<file path="src/rtl/cc_datadelay_seq_pkg.sv">
// Shared types and defaults for the data-delay sequencer: FSM encoding,
// default widths and the packed-bus slice helper.
package cc_datadelay_seq_pkg;

  typedef enum logic [1:0] {
    ST_IDLE = 2'd0,
    ST_WAIT = 2'd1,
    ST_SEND = 2'd2
  } seq_state_t;

  localparam int DEF_NREQ          = 4;
  localparam int DEF_DATAWIDTH_BUS = 8;
  localparam int DEF_CNTW          = 8;
  localparam int DEF_IDW           = 2;

  // LSB of requester idx inside the packed data bus.
  function automatic int data_lsb(input int idx, input int width);
    return idx * width;
  endfunction

endpackage

</file>
<file path="src/rtl/cc_datadelay_seq_if.sv">
// Requester-side bus of the data-delay sequencer; the sequencer uses the
// slave modport, the producer/consumer side uses master.
interface cc_datadelay_seq_if
  import cc_datadelay_seq_pkg::*;
#(
  parameter int NREQ          = DEF_NREQ,
  parameter int DATAWIDTH_BUS = DEF_DATAWIDTH_BUS,
  parameter int CNTW          = DEF_CNTW,
  parameter int IDW           = DEF_IDW
);

  logic                          CC_DATADELAY_SEQ_Tick_In;
  logic [NREQ-1:0]               CC_DATADELAY_SEQ_Req_InBus;
  logic [NREQ*DATAWIDTH_BUS-1:0] CC_DATADELAY_SEQ_Data_InBus;
  logic [CNTW-1:0]               CC_DATADELAY_SEQ_DelayTicks_InBus;
  logic [DATAWIDTH_BUS-1:0]      CC_DATADELAY_SEQ_DelayedData_OutBus;
  logic                          CC_DATADELAY_SEQ_Valid_Out;
  logic [NREQ-1:0]               CC_DATADELAY_SEQ_Ack_OutBus;
  logic [IDW-1:0]                CC_DATADELAY_SEQ_GrantId_OutBus;
  logic                          CC_DATADELAY_SEQ_Busy_Out;

  modport master (
    output CC_DATADELAY_SEQ_Tick_In,
    output CC_DATADELAY_SEQ_Req_InBus,
    output CC_DATADELAY_SEQ_Data_InBus,
    output CC_DATADELAY_SEQ_DelayTicks_InBus,
    input  CC_DATADELAY_SEQ_DelayedData_OutBus,
    input  CC_DATADELAY_SEQ_Valid_Out,
    input  CC_DATADELAY_SEQ_Ack_OutBus,
    input  CC_DATADELAY_SEQ_GrantId_OutBus,
    input  CC_DATADELAY_SEQ_Busy_Out
  );

  modport slave (
    input  CC_DATADELAY_SEQ_Tick_In,
    input  CC_DATADELAY_SEQ_Req_InBus,
    input  CC_DATADELAY_SEQ_Data_InBus,
    input  CC_DATADELAY_SEQ_DelayTicks_InBus,
    output CC_DATADELAY_SEQ_DelayedData_OutBus,
    output CC_DATADELAY_SEQ_Valid_Out,
    output CC_DATADELAY_SEQ_Ack_OutBus,
    output CC_DATADELAY_SEQ_GrantId_OutBus,
    output CC_DATADELAY_SEQ_Busy_Out
  );

endinterface

</file>
<file path="src/rtl/cc_rr_arbiter.sv">
// Round-robin priority encoder: first active request at or after ptr,
// scanning upward with wrap. Purely combinational.
module cc_rr_arbiter #(
  parameter int NREQ = 4,
  parameter int IDW  = 2
) (
  input  logic [NREQ-1:0] req,
  input  logic [IDW-1:0]  ptr,
  output logic [IDW-1:0]  gnt_idx,
  output logic            any_req
);

  logic           found;
  logic [IDW-1:0] cand;

  // NREQ is a power of two, so the IDW-bit add wraps the scan for free.
  always_comb begin
    gnt_idx = ptr;
    any_req = |req;
    found   = 1'b0;
    cand    = '0;
    for (int i = 0; i < NREQ; i++) begin
      cand = ptr + IDW'(i);
      if (!found && req[cand]) begin
        gnt_idx = cand;
        found   = 1'b1;
      end
    end
  end

endmodule

</file>
<file path="src/rtl/cc_datadelay_sequencer.sv">
// Shared data-delay stage: round-robin grant, capture, wait N time-base
// ticks, then one registered send with a one-hot ack to the winner.
//
// state   | meaning
// ST_IDLE | waiting for any request; grant + capture on the request edge
// ST_WAIT | counting ticks down to the terminal count of 1 -> 0
// ST_SEND | one cycle: Valid and Ack high, DelayedData already updated
module cc_datadelay_sequencer
  import cc_datadelay_seq_pkg::*;
#(
  parameter int NREQ          = DEF_NREQ,
  parameter int DATAWIDTH_BUS = DEF_DATAWIDTH_BUS,
  parameter int CNTW          = DEF_CNTW,
  parameter int IDW           = DEF_IDW
) (
  input  logic               CC_DATADELAY_SEQ_CLOCK_50,
  input  logic               CC_DATADELAY_SEQ_RESET_InHigh,
  cc_datadelay_seq_if.slave  seq_bus
);

  seq_state_t               state_q, state_d;
  logic [CNTW-1:0]          cnt_q, cnt_d;
  logic [DATAWIDTH_BUS-1:0] hold_q, hold_d;
  logic [DATAWIDTH_BUS-1:0] dout_q, dout_d;
  logic [IDW-1:0]           gid_q, gid_d;
  logic [IDW-1:0]           ptr_q, ptr_d;
  logic [IDW-1:0]           gnt_idx;
  logic                     any_req;
  logic [DATAWIDTH_BUS-1:0] sel_data;

  cc_rr_arbiter #(
    .NREQ (NREQ),
    .IDW  (IDW)
  ) u_arb (
    .req     (seq_bus.CC_DATADELAY_SEQ_Req_InBus),
    .ptr     (ptr_q),
    .gnt_idx (gnt_idx),
    .any_req (any_req)
  );

  always_comb begin
    sel_data = '0;
    for (int i = 0; i < NREQ; i++) begin
      if (gnt_idx == IDW'(i))
        sel_data = seq_bus.CC_DATADELAY_SEQ_Data_InBus[data_lsb(i, DATAWIDTH_BUS) +: DATAWIDTH_BUS];
    end
  end

  always_comb begin
    state_d = state_q;
    cnt_d   = cnt_q;
    hold_d  = hold_q;
    dout_d  = dout_q;
    gid_d   = gid_q;
    ptr_d   = ptr_q;
    unique case (state_q)
      ST_IDLE: begin
        if (any_req) begin
          hold_d = sel_data;
          cnt_d  = seq_bus.CC_DATADELAY_SEQ_DelayTicks_InBus;
          gid_d  = gnt_idx;
          // Zero delay skips the hold register so the send lands next cycle.
          if (seq_bus.CC_DATADELAY_SEQ_DelayTicks_InBus == '0) begin
            state_d = ST_SEND;
            dout_d  = sel_data;
          end else begin
            state_d = ST_WAIT;
          end
        end
      end
      ST_WAIT: begin
        if (seq_bus.CC_DATADELAY_SEQ_Tick_In && (cnt_q != '0)) begin
          cnt_d = cnt_q - CNTW'(1);
          if (cnt_q == CNTW'(1)) begin
            state_d = ST_SEND;
            dout_d  = hold_q;
          end
        end
      end
      ST_SEND: begin
        state_d = ST_IDLE;
        ptr_d   = gid_q + IDW'(1);
      end
      default: state_d = ST_IDLE;
    endcase
  end

  always_ff @(posedge CC_DATADELAY_SEQ_CLOCK_50) begin
    if (CC_DATADELAY_SEQ_RESET_InHigh) begin
      state_q <= ST_IDLE;
      cnt_q   <= '0;
      hold_q  <= '0;
      dout_q  <= '0;
      gid_q   <= '0;
      ptr_q   <= '0;
    end else begin
      state_q <= state_d;
      cnt_q   <= cnt_d;
      hold_q  <= hold_d;
      dout_q  <= dout_d;
      gid_q   <= gid_d;
      ptr_q   <= ptr_d;
    end
  end

  assign seq_bus.CC_DATADELAY_SEQ_DelayedData_OutBus = dout_q;
  assign seq_bus.CC_DATADELAY_SEQ_GrantId_OutBus     = gid_q;
  assign seq_bus.CC_DATADELAY_SEQ_Valid_Out          = (state_q == ST_SEND);
  assign seq_bus.CC_DATADELAY_SEQ_Ack_OutBus         = (state_q == ST_SEND) ? (NREQ'(1) << gid_q) : '0;
  assign seq_bus.CC_DATADELAY_SEQ_Busy_Out           = (state_q == ST_WAIT) || (state_q == ST_SEND);

endmodule

</file>
<file path="src/flat_wrapper.sv">
// flat-port wrapper written by rule: the top's interface ports become plain ports
module cc_datadelay_sequencer_flat import cc_datadelay_seq_pkg::*;
#(
  parameter int NREQ          = DEF_NREQ,
  parameter int DATAWIDTH_BUS = DEF_DATAWIDTH_BUS,
  parameter int CNTW          = DEF_CNTW,
  parameter int IDW           = DEF_IDW
)
  (CC_DATADELAY_SEQ_CLOCK_50, CC_DATADELAY_SEQ_RESET_InHigh, seq_bus_CC_DATADELAY_SEQ_Tick_In, seq_bus_CC_DATADELAY_SEQ_Req_InBus, seq_bus_CC_DATADELAY_SEQ_Data_InBus, seq_bus_CC_DATADELAY_SEQ_DelayTicks_InBus, seq_bus_CC_DATADELAY_SEQ_DelayedData_OutBus, seq_bus_CC_DATADELAY_SEQ_Valid_Out, seq_bus_CC_DATADELAY_SEQ_Ack_OutBus, seq_bus_CC_DATADELAY_SEQ_GrantId_OutBus, seq_bus_CC_DATADELAY_SEQ_Busy_Out);
  cc_datadelay_seq_if #(.NREQ(NREQ), .DATAWIDTH_BUS(DATAWIDTH_BUS), .CNTW(CNTW), .IDW(IDW)) seq_bus_i ();
  input  logic CC_DATADELAY_SEQ_CLOCK_50;
  input  logic CC_DATADELAY_SEQ_RESET_InHigh;
  input wire logic [$bits(seq_bus_i.CC_DATADELAY_SEQ_Tick_In)-1:0] seq_bus_CC_DATADELAY_SEQ_Tick_In;
  input wire logic [$bits(seq_bus_i.CC_DATADELAY_SEQ_Req_InBus)-1:0] seq_bus_CC_DATADELAY_SEQ_Req_InBus;
  input wire logic [$bits(seq_bus_i.CC_DATADELAY_SEQ_Data_InBus)-1:0] seq_bus_CC_DATADELAY_SEQ_Data_InBus;
  input wire logic [$bits(seq_bus_i.CC_DATADELAY_SEQ_DelayTicks_InBus)-1:0] seq_bus_CC_DATADELAY_SEQ_DelayTicks_InBus;
  output wire logic [$bits(seq_bus_i.CC_DATADELAY_SEQ_DelayedData_OutBus)-1:0] seq_bus_CC_DATADELAY_SEQ_DelayedData_OutBus;
  output wire logic [$bits(seq_bus_i.CC_DATADELAY_SEQ_Valid_Out)-1:0] seq_bus_CC_DATADELAY_SEQ_Valid_Out;
  output wire logic [$bits(seq_bus_i.CC_DATADELAY_SEQ_Ack_OutBus)-1:0] seq_bus_CC_DATADELAY_SEQ_Ack_OutBus;
  output wire logic [$bits(seq_bus_i.CC_DATADELAY_SEQ_GrantId_OutBus)-1:0] seq_bus_CC_DATADELAY_SEQ_GrantId_OutBus;
  output wire logic [$bits(seq_bus_i.CC_DATADELAY_SEQ_Busy_Out)-1:0] seq_bus_CC_DATADELAY_SEQ_Busy_Out;
  assign seq_bus_i.CC_DATADELAY_SEQ_Tick_In = seq_bus_CC_DATADELAY_SEQ_Tick_In;
  assign seq_bus_i.CC_DATADELAY_SEQ_Req_InBus = seq_bus_CC_DATADELAY_SEQ_Req_InBus;
  assign seq_bus_i.CC_DATADELAY_SEQ_Data_InBus = seq_bus_CC_DATADELAY_SEQ_Data_InBus;
  assign seq_bus_i.CC_DATADELAY_SEQ_DelayTicks_InBus = seq_bus_CC_DATADELAY_SEQ_DelayTicks_InBus;
  assign seq_bus_CC_DATADELAY_SEQ_DelayedData_OutBus = seq_bus_i.CC_DATADELAY_SEQ_DelayedData_OutBus;
  assign seq_bus_CC_DATADELAY_SEQ_Valid_Out = seq_bus_i.CC_DATADELAY_SEQ_Valid_Out;
  assign seq_bus_CC_DATADELAY_SEQ_Ack_OutBus = seq_bus_i.CC_DATADELAY_SEQ_Ack_OutBus;
  assign seq_bus_CC_DATADELAY_SEQ_GrantId_OutBus = seq_bus_i.CC_DATADELAY_SEQ_GrantId_OutBus;
  assign seq_bus_CC_DATADELAY_SEQ_Busy_Out = seq_bus_i.CC_DATADELAY_SEQ_Busy_Out;
  cc_datadelay_sequencer #(.NREQ(NREQ), .DATAWIDTH_BUS(DATAWIDTH_BUS), .CNTW(CNTW), .IDW(IDW)) u_core (.CC_DATADELAY_SEQ_CLOCK_50(CC_DATADELAY_SEQ_CLOCK_50), .CC_DATADELAY_SEQ_RESET_InHigh(CC_DATADELAY_SEQ_RESET_InHigh), .seq_bus(seq_bus_i));
endmodule
</file>
<file path="config.mk">
export PLATFORM = sky130hd
export DESIGN_NAME = cc_datadelay_sequencer_flat
export DESIGN_NICKNAME = d
export VERILOG_FILES = /design/src/rtl/cc_datadelay_seq_pkg.sv /design/src/rtl/cc_datadelay_seq_if.sv /design/src/rtl/cc_rr_arbiter.sv /design/src/rtl/cc_datadelay_sequencer.sv /design/src/flat_wrapper.sv
export SDC_FILE = /design/constraint.sdc
export NUM_CORES = 1
export LEC_CHECK = 0
export CAP_MARGIN = 20
export CORE_MARGIN = 4
export CORE_UTILIZATION = 42
export DETAILED_ROUTE_END_ITERATION = 6
export PLACE_DENSITY = 0.77
export SETUP_SLACK_MARGIN = 0.2
export SYNTH_ARGS = -nofsm -noshare
export SYNTH_HDL_FRONTEND = slang
export SYNTH_HIERARCHICAL = 1
export SYNTH_SLANG_ARGS = --single-unit
</file>
<file path="constraint.sdc">
create_clock -name CC_DATADELAY_SEQ_CLOCK_50 -period 1.84 [get_ports CC_DATADELAY_SEQ_CLOCK_50]
set_input_delay 0.368 -clock CC_DATADELAY_SEQ_CLOCK_50 [delete_from_list [all_inputs] [get_ports CC_DATADELAY_SEQ_CLOCK_50]]
set_output_delay 0.368 -clock CC_DATADELAY_SEQ_CLOCK_50 [all_outputs]
set_load 0.005 [all_outputs]
</file>
==> results of run 1 <==
power breakdown:
group          internal (mW)  leakage (nW)  switching (mW)  total, mW
logic                   1.62          1.10            1.56       3.18
clock network          0.301        0.0482           0.242      0.543
registers              0.868         0.250           0.224       1.09
metal layers:
layer | up-vias | GRT usage (%)
met3 | 20 | 3.66
met1 | 1067 | 29.6
met4 | 0 | 8.70
met2 | 110 | 36.2
met5 | - | 0
li1 | 1035 | -
through the flow:
step           hold slack (ns)  util [%]
4_1_cts                  0.455      71.3
5_1_grt                  0.471      75.7
3_3_place_gp             0.440      64.0
6_report                 0.454      75.7
3_5_place_dp             0.447      64.0
2_1_floorplan            0.436         -
flip-flops by register name (all words and copies together) (netlist names):
name,count
u_core/ptr_q,2
u_core/hold_q,8
u_core/state_q,2
u_core/cnt_q,8
u_core/seq_bus.CC_DATADELAY_SEQ_GrantId_OutBus,2
u_core/seq_bus.CC_DATADELAY_SEQ_DelayedData_OutBus,8
what timing repair did:
action                                  4_1_cts  5_1_grt
setup buffers                                 9       11
pin swaps                                    36       12
endpoints found under the setup margin       32       32
gates resized for setup                      68       31
gates cloned                                  3        1
worst max-delay path by stage:
stage | start | endpoint | slack (ns) | cells after the start
after CTS | u_core/ptr_q[0] | flip-flop | -0.14 | 7
final | seq_bus_CC_DATADELAY_SEQ_Req_InBus[2] | flip-flop | -0.13 | 8
after detailed placement | seq_bus_CC_DATADELAY_SEQ_Req_InBus[0] | flip-flop | -0.69 | 8
after global placement | seq_bus_CC_DATADELAY_SEQ_Req_InBus[2] | flip-flop | -0.62 | 8
after floorplan | seq_bus_CC_DATADELAY_SEQ_Req_InBus[2] | flip-flop | -0.08 | 7
after global routing | u_core/ptr_q[0] | flip-flop | -0.26 | 7
layout by cell type (no fill, tap or decap), types with 3 or more instances in the layout:
cell | netlist | final
dfxtp_1 | 30 | 23
nor2_1 | 12 | 10
dlymetal6s2s_1 | 0 | 3
clkdlybuf4s15_1 | 0 | 6
buf_6 | 1 | 9
a21oi_1 | 23 | 20
o41ai_1 | 6 | 6
inv_2 | 0 | 4
and2_1 | 5 | 5
o21ai_1 | 0 | 5
ha_1 | 10 | 7
ha_4 | 0 | 3
mux2i_1 | 9 | 8
dfxtp_2 | 0 | 3
clkbuf_8 | 0 | 6
clkdlybuf4s50_1 | 0 | 43
o21ai_2 | 0 | 10
nand2_1 | 27 | 21
o21ai_0 | 22 | 7
nor2b_1 | 14 | 13
mux4_2 | 8 | 8
nand2b_1 | 3 | 3
dfxtp_4 | 0 | 4
buf_4 | 0 | 31
and3_1 | 4 | 4
a21oi_2 | 0 | 3
dlygate4sd2_1 | 0 | 7
nand2_2 | 0 | 6
cells by family after synthesis:
family                   synth area share [%]
AND/OR/NAND/NOR                          21.5
buffers and inverters                    5.03
AO/OA/AOI/OAI                            21.6
multiplexers                             14.9
flip-flops                               30.6
adder cells (fa/ha/maj)                  6.37
tightest hold or removal path, cell delays in order, from the launching register on:
cell and delay [ns]:
dfxtp_1 0.31, nand2_1 0.05, a21oi_1 0.05
final cells by class:
| type | instances | area [sq um] | area share, % |
|---|---|---|---|
| clock buffer | 7 | 86.3 | 2.57 |
| clock inverter | 1 | 5.00 | 0.149 |
| inverter | 9 | 42.5 | 1.26 |
| multi-input combinational | 175 | 1480 | 44.1 |
| sequential | 30 | 619 | 18.4 |
| tap | 52 | 65.1 | 1.93 |
| timing repair buffer | 107 | 1060 | 31.6 |
==> impl_metrics.yaml, run 1 <==
min_path:
  hold_path_depth: 2
  worstHoldStart: "u_core/hold_q[0]"
  hp-class: "flip-flop to flip-flop"
  hold_path_end: "u_core/hold_q[0]"
cells_and_area:
  drive_gt1_share_pct: 36.5
  syn2layout_area_growth_pct: 71.2
  diodes: 0
  nets: 385
  fin_cells: 381
  stdcell_area_sq_um: 3370
  fillers: 275
timing:
  fmax_mhz: 509
  period_share_pct: 107
  finalSetupViolations: 9
  finalHoldViolCount: 0
  slew_viol_final: 0
  finClkSkew_ns: 0.00736
  layout_setup_ws_ns: -0.126
  rsz0062_at_grt: "yes"
  worst_pin_slew_ns: 0.577
  layout_min_cycle_time_ns: 1.97
  max_slew_margin_pct: 61.5
  tns_ns: -0.890
cts:
  cts_sinks: 30
  cts_buffers: 5
  cts_tree: "done"
  cts_buffer_depth: 2
  hold_buffers: 0
  cts_root_buf: "clkbuf_8"
  clk_pin_slew_ns: 0.06
  clock_latency_ns: 0.27
  cts-htree-levels: 2
die:
  ioPinCount: 63
  coreArea_sq_um: 4440
  die_area_sq_um: 5840
  start_util_pct: 44.2
  die_h_um: 76.4
  die_w_um: 76.4
  num_rows: 24
synthesis:
  synth_area_leaders: "dfxtp_1 (31%), mux4_2 (9.2%), ha_1 (6.4%)"
  yosysTopAreaCell: "dfxtp_1"
  ys_warn_count: 6
  synth_common_cells: "dfxtp_1 (30), nand2_1 (27), a21oi_1 (23)"
  ys_seq_area_share_pct: 30.6
  synth-async-reset-ratio_pct: 0
  syn_area_per_cell_sq_um: 8.70
  syn_nets: 283
  synth_flop_cell: "dfxtp_1"
  ys_types: 40
  netlist_instances: 226
  synth_most_common_cell: "dfxtp_1"
  yosysTopAreaCellShare_pct: 30.6
  synth_edf_count: 0
  synthesis.area_sq_um: 1970
  synth-seq-cells: 30
detailed_routing:
  drt_iter0_markers: 194
  route.detailed.drc: 0
  ant_nets: 0
  wl_met2_mm: 3.32
  vias: 2232
  via_per_inst: 5.86
  highest_layer: "met4"
  routed-wl-met3_um: 475
  drtPass1Iterations: 4
  post_drt_wl_per_cell_um: 18.2
  drt_wl_total_mm: 6.92
  wirelength_met1_mm: 2.96
power_and_ir_drop:
  finalPower_mw: 4.82
  peakVddDrop_v: 0.000734
  cellPowerDensity_nw_per_um2: 1430
  leakagePower_nw: 1.40
worst_setup_path:
  worst-path-buf-inv: 2
  crit_type: "input port to flip-flop"
  start_kind: "input port"
  required_ns: 1.99
  worstPathArrival_ns: 2.11
  path_max_fanout: 5
  cp_cell_sequence: "clkdlybuf4s15_2 -> nor2b_4 -> a21o_1 -> a221oi_2 -> buf_4 -> mux4_2 -> mux2i_1 -> o41ai_1"
  worst_r2r_path_depth: 7
  cpMaxStageDelayCell: "mux4_2"
  max_stage_delay_ns: 0.52
  end_kind: "flip-flop"
  rrSetupSlack_ns: -0.12
  path_delay_family: "multiplexers"
  rr_startpoint: "u_core/ptr_q[0]"
place:
  port-buffer-count: 62
  dpl_cell_area_sq_um: 2840
  dp.cells: 349
  place.detailed.hpwl_mm: 4.28
  dpl_worst_slack_ns: -0.694
  gp_congestion: 0.801
flow_run:
  cap_violations: 0
outcome:
  status: "complete, but fails checks"
  violations: "negative setup slack"
global_routing:
  grt_pass1_vias: 2263
  grt_pass1_wl_mm: 10.6
  track_usage_pct: 22.3
  grt_overflow_total: 0
  antenna_found_initial: 0
  grt_max_degree: 24
(Power assumes the default switching activity.)
==> inputs of run 2 (changes only) <==
--- a/config.mk
+++ b/config.mk
@@ -9,6 +9,7 @@
 export CORE_MARGIN = 4
 export CORE_UTILIZATION = 42
 export DETAILED_ROUTE_END_ITERATION = 6
+export GPL_ROUTABILITY_DRIVEN = 0
 export PLACE_DENSITY = 0.77
 export SETUP_SLACK_MARGIN = 0.2
 export SYNTH_ARGS = -nofsm -noshare
==> results of run 2 <==
Final layout, timing and power as in run 1 (identical DEF).
